$ cat src/rtl/pipeline_if_id.sv
// pipeline_if_id: IF/ID boundary register with hazard control.
//
// Latches the fetched instruction and its PC+4 for the decode stage. It
// raises a one-cycle load-use stall and swaps in a bubble when a branch or
// jump flushes the pipe. After an end-of-program word reaches decode, a
// small RUN/DRAIN/HALTED machine lets the pipe empty and then reports halted.
//
// Build option: define IF_ID_STALL_COUNT_EN to build the saturating 16-bit
// load-use stall counter. Without it, stallCount is tied to zero.

module pipeline_if_id #(
    parameter logic [31:0] NOP_WORD     = 32'h0000_0000,
    parameter int          DRAIN_CYCLES = 3
) (
    input  logic        clk,
    input  logic        reset,
    input  logic [31:0] instructionIn,
    input  logic [31:0] pcPlus4In,
    input  logic        branchTaken,
    input  logic        jumpTaken,
    input  logic        idExMemRead,
    input  logic [4:0]  idExRd,
    output logic [31:0] instructionOut,
    output logic [31:0] pcPlus4IdOut,
    output logic        validOut,
    output logic        stall,
    output logic        halted,
    output logic [15:0] stallCount
);

    // End-of-program marker lives in the low 12 bits of the latched word.
    localparam logic [11:0] EOP_MARK  = 12'h300;
    // Drain counter preload; DRAIN_CYCLES is limited to 1..15 so 4 bits suffice.
    localparam logic [3:0]  DRAIN_TOP = 4'(DRAIN_CYCLES - 1);

    typedef enum logic [1:0] {
        ST_RUN    = 2'd0,
        ST_DRAIN  = 2'd1,
        ST_HALTED = 2'd2
    } state_t;

    // Architectural state of the boundary register and its controller.
    state_t      r_state;
    logic [31:0] r_instr;
    logic [31:0] r_pc;
    logic        r_valid;
    logic [3:0]  r_drain_cnt;

    // Next-state values computed combinationally.
    state_t      w_state_next;
    logic [31:0] w_instr_next;
    logic [31:0] w_pc_next;
    logic        w_valid_next;
    logic [3:0]  w_drain_cnt_next;

    // Decoded fields of the instruction currently held for decode.
    logic [5:0]  w_opcode;
    logic [4:0]  w_rs1;
    logic [4:0]  w_rs2;

    // Hazard and control terms.
    logic        w_in_run;
    logic        w_flush;
    logic        w_hazard;
    logic        w_stall;
    logic        w_eop;

    assign w_opcode = r_instr[31:26];
    assign w_rs1    = r_instr[25:21];
    assign w_rs2    = r_instr[20:16];

    assign w_in_run = (r_state == ST_RUN);

    // branchTaken is already gated by ~stall upstream; jumpTaken is not.
    // That is why a flush can coincide with a stall, and the flush wins.
    assign w_flush = branchTaken | jumpTaken;

    // Load-use hazard: the load in EX writes a register that the instruction
    // in decode reads. rs2 is a real source only for R-type (opcode 0).
    // Register 0 is never a real dependency.
    assign w_hazard = r_valid
                    & idExMemRead
                    & (idExRd != 5'd0)
                    & ((idExRd == w_rs1)
                       | ((w_opcode == 6'd0) & (idExRd == w_rs2)));

    // Stall is only meaningful while the pipe is running.
    assign w_stall = w_in_run & w_hazard;

    // A bubble can never signal end-of-program, even if NOP_WORD matches.
    assign w_eop = r_valid & (r_instr[11:0] == EOP_MARK);

    // Next-state logic for the register contents, state and drain counter.
    always_comb begin
        w_state_next     = r_state;
        w_instr_next     = r_instr;
        w_pc_next        = r_pc;
        w_valid_next     = r_valid;
        w_drain_cnt_next = r_drain_cnt;

        case (r_state)
            ST_RUN: begin
                if (w_flush) begin
                    // Squash the wrong-path word but keep its PC+4 flowing.
                    // A flush also cancels a pending end-of-program.
                    w_instr_next = NOP_WORD;
                    w_valid_next = 1'b0;
                    w_pc_next    = pcPlus4In;
                end else if (w_eop) begin
                    // Stop accepting fetch output and start draining.
                    w_instr_next     = NOP_WORD;
                    w_valid_next     = 1'b0;
                    w_state_next     = ST_DRAIN;
                    w_drain_cnt_next = DRAIN_TOP;
                end else if (w_stall) begin
                    // Hold everything for one cycle while the load completes.
                    w_instr_next = r_instr;
                    w_pc_next    = r_pc;
                    w_valid_next = r_valid;
                end else begin
                    w_instr_next = instructionIn;
                    w_pc_next    = pcPlus4In;
                    w_valid_next = 1'b1;
                end
            end

            ST_DRAIN: begin
                // Inputs are ignored; keep presenting a bubble downstream.
                w_instr_next = NOP_WORD;
                w_valid_next = 1'b0;
                if (r_drain_cnt == 4'd0) begin
                    w_state_next = ST_HALTED;
                end else begin
                    w_drain_cnt_next = r_drain_cnt - 4'd1;
                end
            end

            ST_HALTED: begin
                // Terminal until reset.
                w_instr_next = NOP_WORD;
                w_valid_next = 1'b0;
            end

            default: begin
                w_state_next     = ST_RUN;
                w_instr_next     = NOP_WORD;
                w_valid_next     = 1'b0;
                w_drain_cnt_next = 4'd0;
            end
        endcase
    end

    // State machine and drain counter register.
    always_ff @(posedge clk or posedge reset) begin
        if (reset) begin
            r_state     <= ST_RUN;
            r_drain_cnt <= 4'd0;
        end else begin
            r_state     <= w_state_next;
            r_drain_cnt <= w_drain_cnt_next;
        end
    end

    // IF/ID pipeline register: instruction, PC+4 and valid flag.
    always_ff @(posedge clk or posedge reset) begin
        if (reset) begin
            r_instr <= NOP_WORD;
            r_pc    <= 32'h0000_0000;
            r_valid <= 1'b0;
        end else begin
            r_instr <= w_instr_next;
            r_pc    <= w_pc_next;
            r_valid <= w_valid_next;
        end
    end

`ifdef IF_ID_STALL_COUNT_EN
    // Saturating count of cycles spent stalled on load-use hazards.
    logic [15:0] r_stall_cnt;

    // Count every stalled edge and stop at all-ones rather than wrap.
    always_ff @(posedge clk or posedge reset) begin
        if (reset) begin
            r_stall_cnt <= 16'h0000;
        end else if (w_stall && (r_stall_cnt != 16'hFFFF)) begin
            r_stall_cnt <= r_stall_cnt + 16'h0001;
        end
    end

    assign stallCount = r_stall_cnt;
`else
    assign stallCount = 16'h0000;
`endif

    assign instructionOut = r_instr;
    assign pcPlus4IdOut   = r_pc;
    assign validOut       = r_valid;
    assign stall          = w_stall;
    assign halted         = (r_state == ST_HALTED);

endmodule

$ cat config.mk
export PLATFORM = sky130hd
export DESIGN_NAME = pipeline_if_id
export DESIGN_NICKNAME = d
export VERILOG_FILES = /design/src/rtl/pipeline_if_id.sv
export SDC_FILE = /design/constraint.sdc
export NUM_CORES = 1
export LEC_CHECK = 0
export BUFFER_PORTS_ARGS = -buffer_cell sky130_fd_sc_hd__clkbuf_2
export CAP_MARGIN = 0
export CORE_ASPECT_RATIO = 1.4
export CORE_UTILIZATION = 55
export CTS_BUF_LIST = sky130_fd_sc_hd__clkbuf_4 sky130_fd_sc_hd__clkbuf_8
export CTS_CLUSTER_SIZE = 24
export DETAILED_ROUTE_END_ITERATION = 6
export MAX_ROUTING_LAYER = met4
export PLACE_DENSITY = 0.87
export SLEW_MARGIN = 20
export SYNTH_ARGS = -nofsm -noshare
export SYNTH_HDL_FRONTEND = slang
export SYNTH_SLANG_ARGS = --single-unit
$ cat constraint.sdc
create_clock -name clk -period 3.7 [get_ports clk]
set_clock_uncertainty 0.05 [all_clocks]
set_input_delay 0.37 -clock clk [delete_from_list [all_inputs] [get_ports clk]]
set_output_delay 0.37 -clock clk [all_outputs]
set_load 0.03 [all_outputs]
==> results of run 1 <==
worst register-to-register path: cells and delay by family, from the launching register on:
family	cells	cell delay, ps
buffers and inverters	1	480
multiplexers	1	280
XOR/XNOR	1	170
flip-flops	1	420
AND/OR/NAND/NOR	2	770
AO/OA/AOI/OAI	1	320
cells in the mapped netlist (3+ instances only):
cell type | count | share of area, %
sky130_fd_sc_hd__nand2_1 | 129 | 11
sky130_fd_sc_hd__dfrtp_1 | 71 | 40
sky130_fd_sc_hd__a41oi_1 | 32 | 6.3
sky130_fd_sc_hd__and2_1 | 32 | 4.5
sky130_fd_sc_hd__mux2_2 | 32 | 8.1
sky130_fd_sc_hd__mux2i_1 | 32 | 7.2
sky130_fd_sc_hd__buf_4 | 22 | 3.7
sky130_fd_sc_hd__clkbuf_1 | 21 | 1.8
sky130_fd_sc_hd__o311ai_1 | 19 | 3.7
sky130_fd_sc_hd__buf_2 | 13 | 1.5
sky130_fd_sc_hd__o311ai_0 | 13 | 2.6
sky130_fd_sc_hd__xor2_1 | 8 | 1.6
sky130_fd_sc_hd__nor3_1 | 6 | 0.67
sky130_fd_sc_hd__nor2_1 | 5 | 0.42
sky130_fd_sc_hd__inv_1 | 4 | 0.34
sky130_fd_sc_hd__a21oi_1 | 3 | 0.34
sky130_fd_sc_hd__nor4_1 | 3 | 0.42
sky130_fd_sc_hd__o21ai_0 | 3 | 0.34
how the worst max path moves through the flow:
stage | from | end | slack (ps) | cells past startpoint
after global routing | instructionOut[22] | stall | 370 | 6
after global placement | idExRd[0] | stall | 930 | 7
after floorplan | instructionOut[16] | stall | 1050 | 6
after detailed placement | idExRd[0] | stall | 850 | 7
after CTS | instructionOut[22] | stall | 530 | 6
final | instructionOut[22] | stall | 560 | 6
cells by family (layout without fill, tap and decap cells):
family	Yosys count	count (layout)	share of synthesized area, %
AND/OR/NAND/NOR	194	194	20.25
adder cells (fa/ha/maj)	2	2	0.5617
buffers and inverters	61	167	7.528
flip-flops	71	71	39.89
multiplexers	64	64	15.28
XOR/XNOR	10	10	1.966
AO/OA/AOI/OAI	76	76	14.44
other	1	16	0.08419
flip-flops by register name, summed over array words and instances, names as in the netlist:
| name | count |
|---|---|
| r_state | 2 |
| validOut | 1 |
| pcPlus4IdOut | 32 |
| instructionOut | 32 |
| r_drain_cnt | 4 |
where the power goes:
group / leakage [nW] / total, mW / switching (mW) / internal, mW
logic: 1.44 / 0.528 / 0.336 / 0.193
clock network: 0.118 / 0.719 / 0.289 / 0.430
registers: 0.836 / 0.879 / 0.0440 / 0.835
total: 2.39 / 2.13 / 0.669 / 1.46
placed cells by master (no fill, tap or decap), types with 8 or more instances in the layout:
master,count
sky130_fd_sc_hd__mux2i_1,32
sky130_fd_sc_hd__conb_1,16
sky130_fd_sc_hd__clkbuf_8,12
sky130_fd_sc_hd__xor2_1,8
sky130_fd_sc_hd__nand2_1,129
sky130_fd_sc_hd__and2_1,32
sky130_fd_sc_hd__dfrtp_1,71
sky130_fd_sc_hd__mux2_2,32
sky130_fd_sc_hd__o311ai_0,13
sky130_fd_sc_hd__a41oi_1,32
sky130_fd_sc_hd__o311ai_1,19
sky130_fd_sc_hd__clkbuf_2,140
per-layer routing:
metal / global-route usage, % / vias to the layer above / part of all wire [%]
met5: - / - / 0
met4: 9.524 / 0 / 1.2
met3: 6.582 / 13 / 6.3
met2: 48.81 / 169 / 52
met1: 34.69 / 2031 / 41
li1: - / 1926 / -
area by class of cell:
| class | count | area [um^2] | share of cell area [%] |
|---|---|---|---|
| Sequential cell | 71 | 1777 | 33.10 |
| Inverter | 4 | 16.27 | 0.3030 |
| Tap cell | 100 | 125.1 | 2.331 |
| Clock inverter | 3 | 65.06 | 1.212 |
| Timing Repair Buffer | 148 | 785.8 | 14.64 |
| Clock buffer | 12 | 165.2 | 3.077 |
| Multi-Input combinational cell | 362 | 2434 | 45.34 |
==> metrics.txt, run 1 <==
# TYPE chip_impl_metric gauge
chip_impl_metric{name="cap_violations",unit=""} 0
chip_impl_metric{name="period_needed",unit="ps"} 3140
chip_impl_metric{name="die_width",unit="um"} 78.06
chip_impl_metric{name="setup_viol_count_final",unit=""} 0
chip_impl_metric{name="core.rowCount",unit=""} 38
chip_impl_info{name="critical_path.top_delay_family",value="simple AND/OR/NAND/NOR gates"} 1
chip_impl_metric{name="layout_worst_path_cycle_share",unit="%"} 84.87
chip_impl_metric{name="drt_first_pass_iters",unit=""} 4
chip_impl_metric{name="max_slew.worst_pin.slew",unit="ps"} 926.4
chip_impl_metric{name="fp.dieArea",unit="um^2"} 8467
chip_impl_metric{name="number_of_hold_slack_violations_in_the_final_timing_report",unit=""} 0
chip_impl_info{name="rr_startpoint",value="instructionOut[22]"} 1
chip_impl_metric{name="final-instance-count-excl-fill",unit=""} 700
chip_impl_metric{name="grt_overflow_total",unit=""} 0
chip_impl_metric{name="cts_htree_levels",unit=""} 3
chip_impl_metric{name="synth.yosys.warnings",unit=""} 0
chip_impl_metric{name="timing.critical_path.required",unit="ps"} 3280
chip_impl_metric{name="io-pin-count",unit=""} 157
chip_impl_metric{name="synthesis.instances",unit=""} 479
chip_impl_metric{name="postLayoutCellArea",unit="um^2"} 5368
chip_impl_info{name="crit_chain",value="xor2_1 -> nor3_1 -> nand3_1 -> and2_4 -> nor3_1 -> clkbuf_2"} 1
chip_impl_info{name="synthFlopType",value="sky130_fd_sc_hd__dfrtp_1"} 1
chip_impl_metric{name="cp.buffers_inverters",unit=""} 1
chip_impl_metric{name="post_dp_cell_area",unit="um^2"} 5131
chip_impl_info{name="worstHoldPathType",value="primary input to async pin"} 1
chip_impl_metric{name="post_synth_num_cell_types",unit=""} 43
chip_impl_metric{name="syn_area",unit="um^2"} 4454
chip_impl_metric{name="antenna_cells_inserted",unit=""} 0
chip_impl_metric{name="layout-drive-gt1-share",unit="%"} 34.33
chip_impl_metric{name="globalRouteTotalUtil",unit="%"} 29.15
chip_impl_metric{name="arrival",unit="ps"} 2720
chip_impl_metric{name="drt_iter0_drc",unit=""} 287
chip_impl_metric{name="antenna_violations_before_repair",unit=""} 0
chip_impl_metric{name="die_h",unit="um"} 108.5
chip_impl_info{name="outcome",value="finished clean"} 1
chip_impl_metric{name="post-route-drc-count",unit=""} 0
chip_impl_metric{name="clk_slew_on_worst_s_h_paths",unit="ps"} 80
chip_impl_metric{name="relative_slew_margins",unit="%"} 37.94
chip_impl_metric{name="clock.fmax",unit="MHz"} 318.5
chip_impl_metric{name="final_core_util",unit="%"} 68.84
chip_impl_metric{name="dpl_worst_slack",unit="ps"} 846.7
chip_impl_info{name="startpoint_class",value="flip-flop"} 1
chip_impl_metric{name="pwr_density_cell",unit="nW/um^2"} 396.3
chip_impl_metric{name="cts_buffer_depth",unit=""} 2
chip_impl_metric{name="critical_path.max_stage_delay",unit="ps"} 550
chip_impl_metric{name="insertion_delay",unit="ps"} 350
chip_impl_metric{name="slew_violations",unit=""} 0
chip_impl_metric{name="synth-edff-count",unit=""} 0
chip_impl_metric{name="wl_per_cell",unit="um"} 16.35
chip_impl_metric{name="total_power",unit="mW"} 2.127
chip_impl_metric{name="timing.critical_path.fanout_max",unit=""} 33
chip_impl_metric{name="detail-route-antenna-nets",unit=""} 0
chip_impl_metric{name="initial_utilization",unit="%"} 57.12
chip_impl_info{name="rsz0062_at_grt",value="false"} 1
chip_impl_info{name="worstSetupPathType",value="flip-flop to primary output"} 1
chip_impl_metric{name="viasPerCell",unit=""} 5.913
chip_impl_metric{name="cts.sink_count",unit=""} 71
chip_impl_metric{name="io_buffer_count",unit=""} 140
chip_impl_metric{name="ir_worst_vdd",unit="V"} 0.0002624
chip_impl_metric{name="postCtsHoldBufs",unit=""} 0
chip_impl_metric{name="synth.yosys.seq_area_share",unit="%"} 39.89
chip_impl_metric{name="dp_hpwl",unit="um"} 7723
chip_impl_metric{name="fin_tns_setup",unit="ps"} 0
chip_impl_metric{name="worst_slack",unit="ps"} 559.8
chip_impl_metric{name="power_leakage",unit="nW"} 2.391
chip_impl_info{name="critical_path.reg2reg.endpoint",value="instructionOut[20]"} 1
chip_impl_metric{name="grt_pass1_vias",unit=""} 3964
chip_impl_metric{name="detailroute.via_count",unit=""} 4139
chip_impl_metric{name="cts_inserted_buffers",unit=""} 9
chip_impl_metric{name="reg2regPathDepth",unit=""} 6
chip_impl_info{name="timing.critical_path.slowest_stage_cell",value="sky130_fd_sc_hd__nand3_1"} 1
chip_impl_metric{name="maximum_number_of_pins_on_one_net_before_global_route_repair",unit=""} 66
chip_impl_info{name="critPathMostFrequentCell",value="sky130_fd_sc_hd__nor3_1"} 1
chip_impl_metric{name="cts_resized",unit=""} 0
chip_impl_metric{name="avgSynthCellArea",unit="um^2"} 9.299
chip_impl_metric{name="routabilityCongestion",unit=""} 0.7966
chip_impl_info{name="cts_tree",value="yes"} 1
chip_impl_metric{name="hold-worst-slack",unit="ps"} 109.4
chip_impl_metric{name="number_of_nets_in_the_final_layout",unit=""} 672
chip_impl_metric{name="fp.coreArea",unit="um^2"} 7797
chip_impl_metric{name="finalWirelength",unit="um"} 11440
chip_impl_metric{name="postSynth.asyncResetShare",unit="%"} 100.0
chip_impl_metric{name="area_growth_syn_to_layout",unit="%"} 20.51
chip_impl_info{name="critPathCaptureType",value="primary output"} 1
chip_impl_metric{name="reg2reg_slack",unit="ps"} 1130
chip_impl_metric{name="layout.filler_cells",unit=""} 618
chip_impl_metric{name="grt_first_pass_wirelength",unit="um"} 18770
chip_impl_metric{name="ys_ff_latch",unit=""} 71
chip_impl_metric{name="placed_cell_count",unit=""} 685
chip_impl_metric{name="cts_setup_buffers",unit=""} 0
chip_impl_info{name="cts_root_buf",value="sky130_fd_sc_hd__clkbuf_8"} 1
(Power assumes the default switching activity.)
==> inputs of run 2 (changes only) <==
Settings changed: CORE_UTILIZATION 55 to 52, PLACE_DENSITY 0.87 to 0.83.
Clock period 3.7 ns to 3.12 ns, I/O delays scaled along.
==> run 2 against run 1 <==
Effect of this change:
- critical path depth stayed put
- worst hold slack worse by 92 ps
- die area is 5.6% higher
- first-iteration DRC count is 17% lower
- sequential share of layout area is 0.23 points higher
- combinational power is 18% higher
- clock-buffer cell count is 1 higher
- non-clock buffer count stayed put
- clock power is 4.5% lower
- critical path type unchanged
- largest power group unchanged
==> metrics.txt, run 2 (synthesis gave the netlist of run 1 again) <==
# TYPE chip_impl_metric gauge
chip_impl_metric{name="drt_iter0_drc",unit=""} 238
chip_impl_metric{name="number_of_hold_slack_violations_in_the_final_timing_report",unit=""} 0
chip_impl_metric{name="grt_first_pass_wirelength",unit="um"} 17660
chip_impl_metric{name="grt_overflow_total",unit=""} 0
chip_impl_metric{name="ir_worst_vdd",unit="V"} 0.0003360
chip_impl_metric{name="setup_viol_count_final",unit=""} 0
chip_impl_info{name="worstSetupPathType",value="flip-flop to primary output"} 1
chip_impl_metric{name="fp.dieArea",unit="um^2"} 8945
chip_impl_metric{name="post-route-drc-count",unit=""} 0
chip_impl_metric{name="pwr_density_cell",unit="nW/um^2"} 441.3
chip_impl_info{name="critPathCaptureType",value="primary output"} 1
chip_impl_metric{name="detail-route-antenna-nets",unit=""} 0
chip_impl_metric{name="max_slew.worst_pin.slew",unit="ps"} 710.9
chip_impl_info{name="rsz0062_at_grt",value="false"} 1
chip_impl_metric{name="reg2reg_slack",unit="ps"} 850
chip_impl_metric{name="routabilityCongestion",unit=""} 0.8085
chip_impl_metric{name="reg2regPathDepth",unit=""} 5
chip_impl_metric{name="number_of_nets_in_the_final_layout",unit=""} 672
chip_impl_metric{name="antenna_cells_inserted",unit=""} 0
chip_impl_metric{name="fin_tns_setup",unit="ps"} 0
chip_impl_metric{name="timing.critical_path.required",unit="ps"} 2760
chip_impl_metric{name="arrival",unit="ps"} 2210
chip_impl_metric{name="multiInputGateArea",unit="um^2"} 2429
chip_impl_info{name="worstHoldPathType",value="primary input to async pin"} 1
chip_impl_metric{name="worst_slack",unit="ps"} 551.8
chip_impl_info{name="critPathLaunch",value="instructionOut[16]"} 1
chip_impl_info{name="outcome",value="finished clean"} 1
chip_impl_metric{name="wl_per_cell",unit="um"} 15.49
chip_impl_metric{name="cts_buffer_depth",unit=""} 2
chip_impl_info{name="setup.worst_path.end",value="stall"} 1
chip_impl_metric{name="layout-drive-gt1-share",unit="%"} 34.44
chip_impl_metric{name="cap_violations",unit=""} 0
chip_impl_info{name="rr_startpoint",value="r_state[1]"} 1
chip_impl_metric{name="cts.sink_count",unit=""} 71
chip_impl_metric{name="io_buffer_count",unit=""} 140
chip_impl_metric{name="layout.filler_cells",unit=""} 692
chip_impl_metric{name="grt_pass1_vias",unit=""} 3884
chip_impl_metric{name="finalWirelength",unit="um"} 10890
chip_impl_metric{name="clk_slew_on_worst_s_h_paths",unit="ps"} 70
chip_impl_metric{name="layout_worst_path_cycle_share",unit="%"} 82.31
chip_impl_info{name="layout.cells.most_common_list",value="sky130_fd_sc_hd__clkbuf_2, sky130_fd_sc_hd__nand2_1, sky130_fd_sc_hd__dfrtp_1"} 1
chip_impl_info{name="startpoint_class",value="flip-flop"} 1
chip_impl_metric{name="slew_violations",unit=""} 0
chip_impl_metric{name="fp.coreArea",unit="um^2"} 8247
chip_impl_metric{name="postCtsHoldBufs",unit=""} 0
chip_impl_metric{name="drt_first_pass_iters",unit=""} 7
chip_impl_metric{name="die_h",unit="um"} 111.5
chip_impl_metric{name="area_growth_syn_to_layout",unit="%"} 19.66
chip_impl_info{name="cts_root_buf",value="sky130_fd_sc_hd__clkbuf_8"} 1
chip_impl_metric{name="relative_slew_margins",unit="%"} 52.54
chip_impl_metric{name="viasPerCell",unit=""} 5.754
chip_impl_metric{name="timing.critical_path.fanout_max",unit=""} 33
chip_impl_metric{name="dp_hpwl",unit="um"} 7462
chip_impl_info{name="layout.cells.most_common",value="sky130_fd_sc_hd__clkbuf_2"} 1
chip_impl_metric{name="die_width",unit="um"} 80.22
chip_impl_metric{name="cts_setup_buffers",unit=""} 0
chip_impl_metric{name="cts_htree_levels",unit=""} 3
chip_impl_info{name="critical_path.reg2reg.endpoint",value="pcPlus4IdOut[7]"} 1
chip_impl_metric{name="cts_inserted_buffers",unit=""} 9
chip_impl_metric{name="final-seq-area",unit="um^2"} 1777
chip_impl_metric{name="dpl_worst_slack",unit="ps"} 840.4
chip_impl_metric{name="cts_resized",unit=""} 0
chip_impl_metric{name="power_leakage",unit="nW"} 2.372
chip_impl_metric{name="io-pin-count",unit=""} 157
chip_impl_info{name="cts_tree",value="yes"} 1
chip_impl_metric{name="detailroute.via_count",unit=""} 4045
chip_impl_metric{name="maximum_number_of_pins_on_one_net_before_global_route_repair",unit=""} 67
chip_impl_metric{name="antenna_violations_before_repair",unit=""} 0
chip_impl_metric{name="initial_utilization",unit="%"} 54.01
chip_impl_metric{name="core.rowCount",unit=""} 39
chip_impl_metric{name="clock.fmax",unit="MHz"} 389.4
chip_impl_metric{name="insertion_delay",unit="ps"} 340
chip_impl_metric{name="globalRouteTotalUtil",unit="%"} 25.81
chip_impl_metric{name="period_needed",unit="ps"} 2568
[run 2: cell types whose count changed in the layout (fill, tap and decap cells not counted), sizes merged]
cell and change:
clkbuf +1, bufinv -2, inv +1, clkinvlp +1
[run 2: worst max-delay path, cell delays in order (launching register included)]
cell and delay (ps):
sky130_fd_sc_hd__dfrtp_1 430, sky130_fd_sc_hd__xor2_1 190, sky130_fd_sc_hd__nor4_2 320, sky130_fd_sc_hd__nand3_2 160, sky130_fd_sc_hd__and2_4 290, sky130_fd_sc_hd__nor3_1 200
sky130_fd_sc_hd__clkbuf_2 250
[run 2: cell type report]
cell class,instances,area share [%]
flip-flops and latches,71,33.33
repair buffers,148,14.98
well taps,102,2.394
inverters,4,0.2817
clock buffers,13,3.122
clock inverters,3,0.3286
multi-input cells,362,45.56
[run 2: metal layers]
layer / up-vias / GRT usage, % / share of wire [%]
li1: 1931 / - / -
met1: 1945 / 30.24 / 42
met2: 158 / 44.33 / 52
met3: 11 / 3.361 / 5.6
met4: 0 / 9.762 / 1.4
met5: - / - / 0
[run 2: metrics by stage]
stage | utilization [%] | total power [mW] | instance area (um^2) | instances | hold slack (ps)
detailed placement | 62.40 | 1.684 | 5146 | 687 | 413.5
finish | 64.63 | 2.352 | 5330 | 703 | 17.87
global placement | 62.40 | 1.654 | 5146 | 687 | 400.0
CTS | 64.63 | 2.374 | 5330 | 703 | 33.40
floorplan | - | 1.505 | 4511 | 494 | 395.8
global route | 64.63 | 2.466 | 5330 | 703 | 92.55
[run 2: worst min path at each step]
stage                      from                  to  slack (ps)
2_1_floorplan  instructionIn[0]   instructionOut[0]         400
3_3_place_gp              reset  instructionOut[30]         400
3_5_place_dp              reset  instructionOut[14]         410
4_1_cts                   reset     pcPlus4IdOut[2]          30
5_1_grt                   reset     pcPlus4IdOut[7]          90
6_report                  reset  instructionOut[14]          20
[run 2: power by group]
group | leakage, nW | internal, mW | switching [mW]
sequential | 0.836 | 0.991 | 0.0521
clock | 0.0963 | 0.348 | 0.340
combinational | 1.44 | 0.231 | 0.391
